<file path="src/rtl/cla_seq_adder_ctrl.sv">
// ============================================================================
// Module   : cla_seq_adder_ctrl
// Brief    : Multi-cycle WIDTH-bit adder sequencer over one shared 5-bit CLA
//            slice, LSB slice first, valid/ready on both request and result.
//            Optional subtract mode enabled by macro CLA_SEQ_SUB_EN.
// Revision : 1.0 - initial release
// ============================================================================
`default_nettype none

module cla_seq_adder_ctrl #(
    parameter int WIDTH = 20
) (
    input  logic             i_clk,
    input  logic             i_rst,
    input  logic             i_valid,
    output logic             o_ready,
    input  logic [WIDTH-1:0] i_add1,
    input  logic [WIDTH-1:0] i_add2,
`ifdef CLA_SEQ_SUB_EN
    input  logic             i_sub,
`endif
    output logic             o_valid,
    input  logic             i_ready,
    output logic [WIDTH:0]   o_result,
    output logic             o_busy
);

    localparam int SLICE_W = 5;
    localparam int NSLICE  = (WIDTH + SLICE_W - 1) / SLICE_W;
    localparam int PW      = NSLICE * SLICE_W;
    localparam int c_IW    = (NSLICE > 1) ? $clog2(NSLICE) : 1;
    localparam logic [c_IW-1:0] c_LAST = c_IW'(NSLICE - 1);

    typedef enum logic [1:0] {
        S_IDLE = 2'd0,
        S_RUN  = 2'd1,
        S_DONE = 2'd2
    } state_t;

    state_t            r_state;
    state_t            w_state_nxt;
    logic [PW-1:0]     r_a;
    logic [PW-1:0]     r_b;
    logic              r_carry;
    logic [c_IW-1:0]   r_idx;
    logic [WIDTH:0]    r_res;
    logic [WIDTH:0]    w_res_nxt;
    logic              w_sub;
    logic [WIDTH-1:0]  w_b_cap;
    logic [SLICE_W-1:0] w_g;
    logic [SLICE_W-1:0] w_p;
    logic [SLICE_W:0]   w_c;
    logic [SLICE_W-1:0] w_sum;
    logic              w_last;

`ifdef CLA_SEQ_SUB_EN
    assign w_sub = i_sub;
`else
    assign w_sub = 1'b0;
`endif

    // Subtraction is A + ~B + 1; padding bits above WIDTH stay zero.
    assign w_b_cap = w_sub ? ~i_add2 : i_add2;
    assign w_last  = (r_idx == c_LAST);

    // Operands shift down one slice per RUN edge, so the active chunk is
    // always in the low SLICE_W bits.
    assign w_g = r_a[SLICE_W-1:0] & r_b[SLICE_W-1:0];
    assign w_p = r_a[SLICE_W-1:0] ^ r_b[SLICE_W-1:0];

    // Flattened lookahead: c[i+1] = g[i] | p[i]g[i-1] | ... | p[i..0]c[0]
    always_comb begin : cla_carry
        logic w_pp;
        w_c    = '0;
        w_pp   = 1'b0;
        w_c[0] = r_carry;
        for (int i = 0; i < SLICE_W; i++) begin
            w_c[i+1] = w_g[i];
            w_pp     = w_p[i];
            for (int k = i - 1; k >= 0; k--) begin
                w_c[i+1] = w_c[i+1] | (w_pp & w_g[k]);
                w_pp     = w_pp & w_p[k];
            end
            w_c[i+1] = w_c[i+1] | (w_pp & w_c[0]);
        end
    end

    assign w_sum = w_p ^ w_c[SLICE_W-1:0];

    // Bit WIDTH comes from the padded top slice, or from the slice carry-out
    // when WIDTH is an exact multiple of the slice width.
    always_comb begin
        w_res_nxt = r_res;
        for (int j = 0; j <= WIDTH; j++) begin
            if (j < PW) begin
                if (int'(r_idx) == (j / SLICE_W)) begin
                    w_res_nxt[j] = w_sum[j % SLICE_W];
                end
            end else if (w_last) begin
                w_res_nxt[j] = w_c[SLICE_W];
            end
        end
    end

    always_comb begin
        w_state_nxt = r_state;
        o_ready     = 1'b0;
        o_valid     = 1'b0;
        o_busy      = 1'b1;
        case (r_state)
            S_IDLE: begin
                o_ready = 1'b1;
                o_busy  = 1'b0;
                if (i_valid) begin
                    w_state_nxt = S_RUN;
                end
            end
            S_RUN: begin
                if (w_last) begin
                    w_state_nxt = S_DONE;
                end
            end
            S_DONE: begin
                o_valid = 1'b1;
                if (i_ready) begin
                    w_state_nxt = S_IDLE;
                end
            end
            default: begin
                w_state_nxt = S_IDLE;
            end
        endcase
    end

    always_ff @(posedge i_clk) begin
        if (i_rst) begin
            r_state <= S_IDLE;
            r_a     <= '0;
            r_b     <= '0;
            r_carry <= 1'b0;
            r_idx   <= '0;
            r_res   <= '0;
        end else begin
            r_state <= w_state_nxt;
            case (r_state)
                S_IDLE: begin
                    if (i_valid) begin
                        r_a     <= PW'(i_add1);
                        r_b     <= PW'(w_b_cap);
                        r_carry <= w_sub;
                        r_idx   <= '0;
                    end
                end
                S_RUN: begin
                    r_a     <= r_a >> SLICE_W;
                    r_b     <= r_b >> SLICE_W;
                    r_carry <= w_c[SLICE_W];
                    r_res   <= w_res_nxt;
                    r_idx   <= r_idx + 1'b1;
                end
                default: begin
                end
            endcase
        end
    end

    assign o_result = r_res;

endmodule

`default_nettype wire

</file>
<file path="config.mk">
export PLATFORM = sky130hd
export DESIGN_NAME = cla_seq_adder_ctrl
export DESIGN_NICKNAME = d
export VERILOG_FILES = /design/src/rtl/cla_seq_adder_ctrl.sv
export SDC_FILE = /design/constraint.sdc
export NUM_CORES = 1
export LEC_CHECK = 0
export CAP_MARGIN = 20
export CORE_MARGIN = 8
export CORE_UTILIZATION = 51
export CTS_CLUSTER_SIZE = 20
export DETAILED_ROUTE_END_ITERATION = 16
export PLACE_DENSITY = 0.77
export SLEW_MARGIN = 10
export SYNTH_ARGS = -nofsm -noshare
export SYNTH_HDL_FRONTEND = slang
export SYNTH_SLANG_ARGS = --single-unit
</file>
<file path="constraint.sdc">
create_clock -name i_clk -period 2 [get_ports i_clk]
set_clock_uncertainty 0.1 [all_clocks]
set_input_delay 0.5 -clock i_clk [delete_from_list [all_inputs] [get_ports i_clk]]
set_output_delay 0.5 -clock i_clk [all_outputs]
set_load 0.005 [all_outputs]
</file>
Word level (Yosys, flattened, before mapping):

Index checks and enable logic that the tools add are counted.

* bits in registers: 66
* logic and storage cells: 88

* $add $sub $neg: 1
* eq/ne operators: 9
* mux-type cells: 15
* bitwise operators: 43
* reductions and logical operators: 10

Operators with widths (number)
* 20-bit one-hot mux with 2 select lines: 2
* 20-bit two-way mux: 2
* 1-bit AND: 25
* 1-bit OR: 15
* 2-bit AND reduction: 6
* 5-bit bitwise XOR: 2
* 2-bit == test, second input constant: 4
* 2-bit two-way mux: 4
* 2-bit != test, second input constant: 3
* 2-bit one-hot mux with 3 select lines: 1
* 5-bit AND: 1
* 2-bit by 1-bit == test with 1-bit output, second input constant: 2
* 2-bit zero test: 2
* 1-bit two-way mux: 4
* 2-bit one-hot mux with 2 select lines: 1
* 3-bit AND reduction: 1
* 2-bit by 1-bit adder with 2-bit output, second input constant: 1
* 1-bit one-hot mux with 2 select lines: 1
* 2-bit nonzero test: 1

Longest topological paths before layout:

Gate-level depths: netlist (run 1).

* word-level depth: 8
* mapped depth: 6

Worst setup path after synthesis (run 1):

OpenSTA, ideal clock, no wires.

* path type: register to register
* start: register r_a[2]
* end: register r_res[20], in the netlist o_result[20]
* library setup time: 0.134 ns
* arrival time: 1.486 ns
* data required time: 1.766 ns
* setup slack: 0.280 ns
* stages on the path, launching flop included: 6
* buffers on the path: 0
* cell sequence: dfxtp_1 > ha_1 > a21o_1 > a221o_2 > a21oi_1 > a211oi_1

* cells in the longest elaborated chain, start to end: 6
* elaborated cells between the ends (all ways): 13
* classes of those cells: bitwise (13)

RTL lines
* start, declared: RTL line 42 `logic [PW-1:0] r_a;`
* start signal, assigned: RTL line 148 `r_a <= PW'(i_add1);`
* start signal, assigned: RTL line 155 `r_a <= r_a >> SLICE_W;`
* 5-bit AND or 5-bit bitwise XOR (tied branches): RTL line 68, 69
* 1-bit AND (on tied branches): RTL line 81, 82
* 1-bit OR, or another cell as far along (2 in series): RTL line 81 `w_c[i+1] = w_c[i+1] | (w_pp & w_g[k]);`
* 1-bit OR or 1-bit AND (tied branches): RTL line 81, 84
* 1-bit OR *: RTL line 84 `w_c[i+1] = w_c[i+1] | (w_pp & w_c[0]);`
* end signal, assigned: RTL line 158 `r_res <= w_res_nxt;`
* end, declared: RTL line 46 `logic [WIDTH:0] r_res;`

Every way passes the cells marked *; elsewhere a longest branch is shown, timed or not.
A chain may end at the register's enable or synchronous reset.

Worst setup path after layout (run 1):

* start: register r_a[2]
* end: register r_carry

* cells in the longest elaborated chain, start to end: 7
* elaborated cells between the ends (all ways): 14
* classes of those cells: mux (1); bitwise (13)

RTL lines
* 5-bit AND or 5-bit bitwise XOR (tied branches): RTL line 68, 69
* 1-bit AND (on tied branches): RTL line 81, 82
* 1-bit OR, or another cell as far along (2 in series): RTL line 81
* 1-bit OR or 1-bit AND (tied branches): RTL line 81, 84
* 1-bit OR *: RTL line 84
* 1-bit one-hot mux with 2 select lines *: RTL line 145 `case (r_state)`
* end signal, assigned: RTL line 150 `r_carry <= w_sub;`
* end signal, assigned: RTL line 157 `r_carry <= w_c[SLICE_W];`
* end, declared: RTL line 44 `logic r_carry;`

Marked as above.

==> flow_summary.ini, run 1 <==
[sta]
relSlewSlack_pct = 53.7
hold_viol_final = 0
worst_pin_slew_ps = 693
drv_slew = 0
finalCritPeriodShare_pct = 95.5
rsz0062_at_grt = false
hold_slack_ps = 359
finalSetupViolCount = 0
clock.fmax_mhz = 524
period_needed_ps = 1910

[run_status]
status = complete, no violations

[yosys]
ys.flop_type = dfxtp_1
netlist_area_um2 = 3220
ys_ff_latch = 66
synth.distinct_cells = 41
synth_nets = 392
synth_warnings = 0
postSynth.asyncResetShare_pct = 0
synth.avg_cell_area_um2 = 9.54
seq_area_frac_synth_pct = 41.0
synth_edf_count = 0
synthesis.instances = 338

[cts]
cts_sinks = 66
cts_made_buffers = 9
path_clk_slew_ps = 70
cts_root_buffer = clkbuf_8
clk_latency_ps = 330
cts_tree = built
htree_num_levels = 3
ctsHoldBuffers = 0
cts_setup_buffers = 0
cts_buffer_depth = 2

[cells_and_area]
area_growth_pct = 30.7
layout_common_cells = 65 x dfxtp_1, 64 x clkdlybuf4s50_1, 49 x nor2_1
diodes = 0
layout-drive-gt1-share_pct = 20.0
layout.nets = 459
final_common_cell = dfxtp_1

[power]
pwr-share-clk_pct = 33.5
peakVddDrop_uv = 442
comb_power_share_pct = 20.2
power_mw = 3.15
p_seq_share_pct = 46.3
p_int_mw = 2.29
switchingPower_uw = 852
power_leakage_nw = 1.72
power_density_nw_per_um2 = 747
swShare_pct = 27.1

[worst_setup_path]
slowest_stage = a221o_2
critical_path_required_ps = 2110
timing.critical_path.cells = ha_1 -> a21o_1 -> a221o_2 -> a21oi_2 -> a211oi_1
start_kind = flop
critPathArrivalTime_ps = 2020
slowest_delay_ps = 450
cp_max_fo = 6
end_kind = flop
worst-setup-path-type = reg2reg

[hold_path]
hold_path.class = reg2reg

[grt]
grt_start_max_net_pins = 38
overflow = 0
grt_pass1_wl_um = 13000
first_global_vias = 2865
grt_usage_pct = 17.7
antenna_found_initial = 0

[flow_run]
drv_cap = 0

[detailed_routing]
wire_per_inst_um = 16.2
wl_met1_um = 3620
drt_pass1_iterations = 4
vias = 2876
drc = 0
drt_first_iter_violations = 139
postRouteAntennaNets = 0
top_layer = met4
vias_per_cell = 5.91
wl_met2_um = 3780
wl_met3_um = 394
wl_um = 7900

[die]
fp.dieW_um = 95.5
dieArea_um2 = 9120
core-area_um2 = 6240
num_rows = 29
die_y_um = 95.5
initial_core_util_pct = 51.7
pin_count = 68

[place]
hpwl_um = 5670
io_buffers = 67
place.gp.congestion = 0.805
==> kinds of logic (layout without fill, tap and decap cells) <==
kind of cell / Yosys count / in the layout / share of synthesized area, %
xor+xnor: 1 / 1 / 0.272
compound gates: 114 / 114 / 31.1
fa+ha+maj: 10 / 10 / 4.11
simple gates: 106 / 106 / 17.5
flops: 66 / 66 / 41.0
mux: 1 / 1 / 0.310
buf+inv: 40 / 112 / 5.70
==> synth_stat cells, drive strengths merged (2+ instances only) <==
master | number | area share [%]
a2bb2oi | 34 | 9.2
and2b | 2 | 0.47
a21oi | 17 | 2.6
clkbuf | 8 | 0.93
or4 | 8 | 1.9
o41ai | 4 | 2.0
nand2b | 2 | 0.39
nor2b | 11 | 2.1
a211oi | 3 | 0.70
nand3 | 11 | 1.7
a311oi | 3 | 0.82
a22oi | 5 | 1.2
dfxtp | 66 | 41
ha | 9 | 3.5
inv | 7 | 0.82
and2 | 3 | 0.58
nor2 | 50 | 5.8
nor3 | 2 | 0.31
nand2 | 7 | 0.82
o221a | 28 | 9.8
o311ai | 8 | 2.2
nand3b | 5 | 2.3
or2 | 2 | 0.39
o22ai | 2 | 0.39
buf | 24 | 3.8
a21o | 2 | 0.47
a31oi | 5 | 0.97
==> power groups by stage <==
| stage | clock (mW) | sequential, mW | combinational (mW) |
|---|---|---|---|
| floorplan | 0 | 1.47 | 0.408 |
| global placement | 0 | 1.48 | 0.615 |
| detailed placement | 0 | 1.49 | 0.631 |
| CTS | 1.07 | 1.46 | 0.633 |
| global route | 1.13 | 1.47 | 0.694 |
| finish | 1.05 | 1.46 | 0.635 |
==> metrics by stage <==
stage	setup slack (ps)	cell area, um^2	std cells	util (%)	TNS, ps
6_report	89.9	4210	487	67.5	0
4_1_cts	33.3	4210	487	67.4	0
3_5_place_dp	-460	4010	471	64.3	-14710
5_1_grt	16.4	4210	487	67.5	0
3_3_place_gp	-436	4010	471	64.3	-14070
2_1_floorplan	280	3220	338	-	0
==> critical path: cells and delay by family, from the launching register on <==
family / cells / cell delay [ps]
AOI/OAI and AO/OA: 4 / 1010
adders and majority gates: 1 / 360
DFF: 1 / 320
==> repair_timing <==
item,CTS,global route
resized for setup,6,3
gates cloned,0,0
endpoints found under the setup margin,33,12
==> flip-flops by register name, indices dropped and copies added, names as in the netlist <==
signal,cells
o_result,21
r_a,20
r_b,20
r_idx,2
r_state,2
r_carry,1
==> area by class of cell <==
cell class                      count  area (um^2)
Fill cell                         510         2030
Clock inverter                      4         25.0
Tap cell                           77         96.3
Timing Repair Buffer               88          837
Multi-Input combinational cell    232         1740
Clock buffer                       12          165
Sequential cell                    66         1320
Inverter                            8         30.0
==> final timing paths <==
| path | start | end | slack [ps] | cells past startpoint |
|---|---|---|---|---|
| worst max-delay path | r_a[2] | r_carry | 90 | 5 |
| worst min-delay path | o_result[11] | o_result[11] | 360 | 2 |
| worst max register to register | r_a[2] | r_carry | 90 | 5 |
| worst min register to register | o_result[11] | o_result[11] | 360 | 2 |
==> per-layer routing <==
layer	vias up	global-route usage [%]
met1	1366	21.8
li1	1425	-
met5	-	0
met4	0	6.66
met3	15	3.31
met2	70	30.1
(Power assumes the default switching activity.)
==> run 2, diff against run 1 <==
--- a/config.mk
+++ b/config.mk
@@ -11,6 +11,8 @@
 export CTS_CLUSTER_SIZE = 20
 export DETAILED_ROUTE_END_ITERATION = 16
 export PLACE_DENSITY = 0.77
+export SETUP_SLACK_MARGIN = 0.05
+export SKIP_CTS_REPAIR_TIMING = 1
 export SLEW_MARGIN = 10
 export SYNTH_ARGS = -nofsm -noshare
 export SYNTH_HDL_FRONTEND = slang
==> flow_summary.ini, run 2 (synthesis results as in run 1) <==
[run_status]
status = complete, no violations

[detailed_routing]
wl_um = 7970
vias_per_cell = 5.89
postRouteAntennaNets = 0
drt_pass1_iterations = 4
wire_per_inst_um = 16.3
vias = 2875
drc = 0
drt_first_iter_violations = 112

[cts]
clk_latency_ps = 330
cts_root_buffer = clkbuf_8
cts_tree = built
cts_sinks = 66
path_clk_slew_ps = 70
cts_buffer_depth = 2
htree_num_levels = 3
cts_made_buffers = 9

[die]
core-area_um2 = 6240
pin_count = 68
die_y_um = 95.5
dieArea_um2 = 9120
initial_core_util_pct = 51.7
num_rows = 29
fp.dieW_um = 95.5

[grt]
first_global_vias = 2847
grt_start_max_net_pins = 38
met2_usage_pct = 29.9
antenna_found_initial = 0
overflow = 0
use_met1_pct = 22.0
grt_usage_pct = 17.7
busiest_layer = met2
grtUsageMet3_pct = 3.31
grt_pass1_wl_um = 13000

[worst_setup_path]
critical_path_required_ps = 2110
worstReg2RegStart = r_a[2]
end_kind = flop
cp-endpoint = r_carry
worst-setup-path-type = reg2reg
rr_worst_depth = 5
critPathLaunch = r_a[2]
start_kind = flop
regToRegSetupSlack_ps = 120
cp_max_fo = 6
rr_endpoint = r_carry
critPathArrivalTime_ps = 1990

[power]
peakVddDrop_uv = 443
power_mw = 3.16
power_density_nw_per_um2 = 743
power_leakage_nw = 1.76

[cells_and_area]
layout_common_cells = 65 x dfxtp_1, 64 x clkdlybuf4s50_1, 49 x nor2_1
diodes = 0
multi_input_area_um2 = 1740
area_growth_pct = 31.7
final_cells = 488
fin_util_pct = 68.0
largest_reg_flops = 21
final_common_cell = dfxtp_1
fillers = 500
layout-drive-gt1-share_pct = 20.2
seq_area_um2 = 1320
design_area_um2 = 4250
layout.nets = 460

[sta]
setup_tns_ps = 0
hold_viol_final = 0
finalSetupViolCount = 0
drv_slew = 0
period_needed_ps = 1880
hold_slack_ps = 358
relSlewSlack_pct = 66.5
clock.fmax_mhz = 533
finalCritPeriodShare_pct = 93.8
worst_pin_slew_ps = 502
rsz0062_at_grt = true
setup_ws_ps = 124

[place]
placed_area_um2 = 4010
io_buffers = 67
post-place-cells = 471
hpwl_um = 5670
dp_slack_ps = -460
place.gp.congestion = 0.805

[flow_run]
drv_cap = 0

[hold_path]
hold_path.class = reg2reg
[run 2: area by class of cell]
cell class	count	share of cell area, %
tap	77	2.27
sequential	66	31.1
clock inverter	4	0.589
clock buffer	12	3.89
inverter	8	0.707
timing repair buffer	89	20.4
multi-input combinational	232	41.0
[run 2: power breakdown]
part	internal [mW]	leakage, nW	switching [mW]
Combinational	0.351	1.12	0.295
Sequential	1.40	0.543	0.0528
Clock	0.547	0.0944	0.506
Total	2.30	1.76	0.854
[run 2: worst min-delay path by stage]
stage	slack [ps]	startpoint	depth (start not counted)	endpoint
3_5_place_dp	350	o_result[11]	2	o_result[11]
3_3_place_gp	340	o_result[6]	2	o_result[6]
6_report	360	o_result[11]	2	o_result[11]
2_1_floorplan	350	o_result[11]	2	o_result[11]
5_1_grt	390	o_result[1]	2	o_result[1]
4_1_cts	360	o_result[11]	2	o_result[11]
[run 2: per-layer routing]
| metal | share of wire (%) | vias to the layer above | wire (um) |
|---|---|---|---|
| li1 | - | 1422 | - |
| met1 | 46 | 1369 | 3630 |
| met2 | 48 | 77 | 3820 |
| met3 | 5.7 | 7 | 457 |
| met4 | 0.82 | 0 | 65 |
| met5 | 0 | - | 0 |
[run 2: critical path: stages (launching register included)]
cell and delay [ps]:
dfxtp_1 330, ha_1 360, a21o_1 220, a221o_2 460, a21oi_4 200, a211oi_1 90
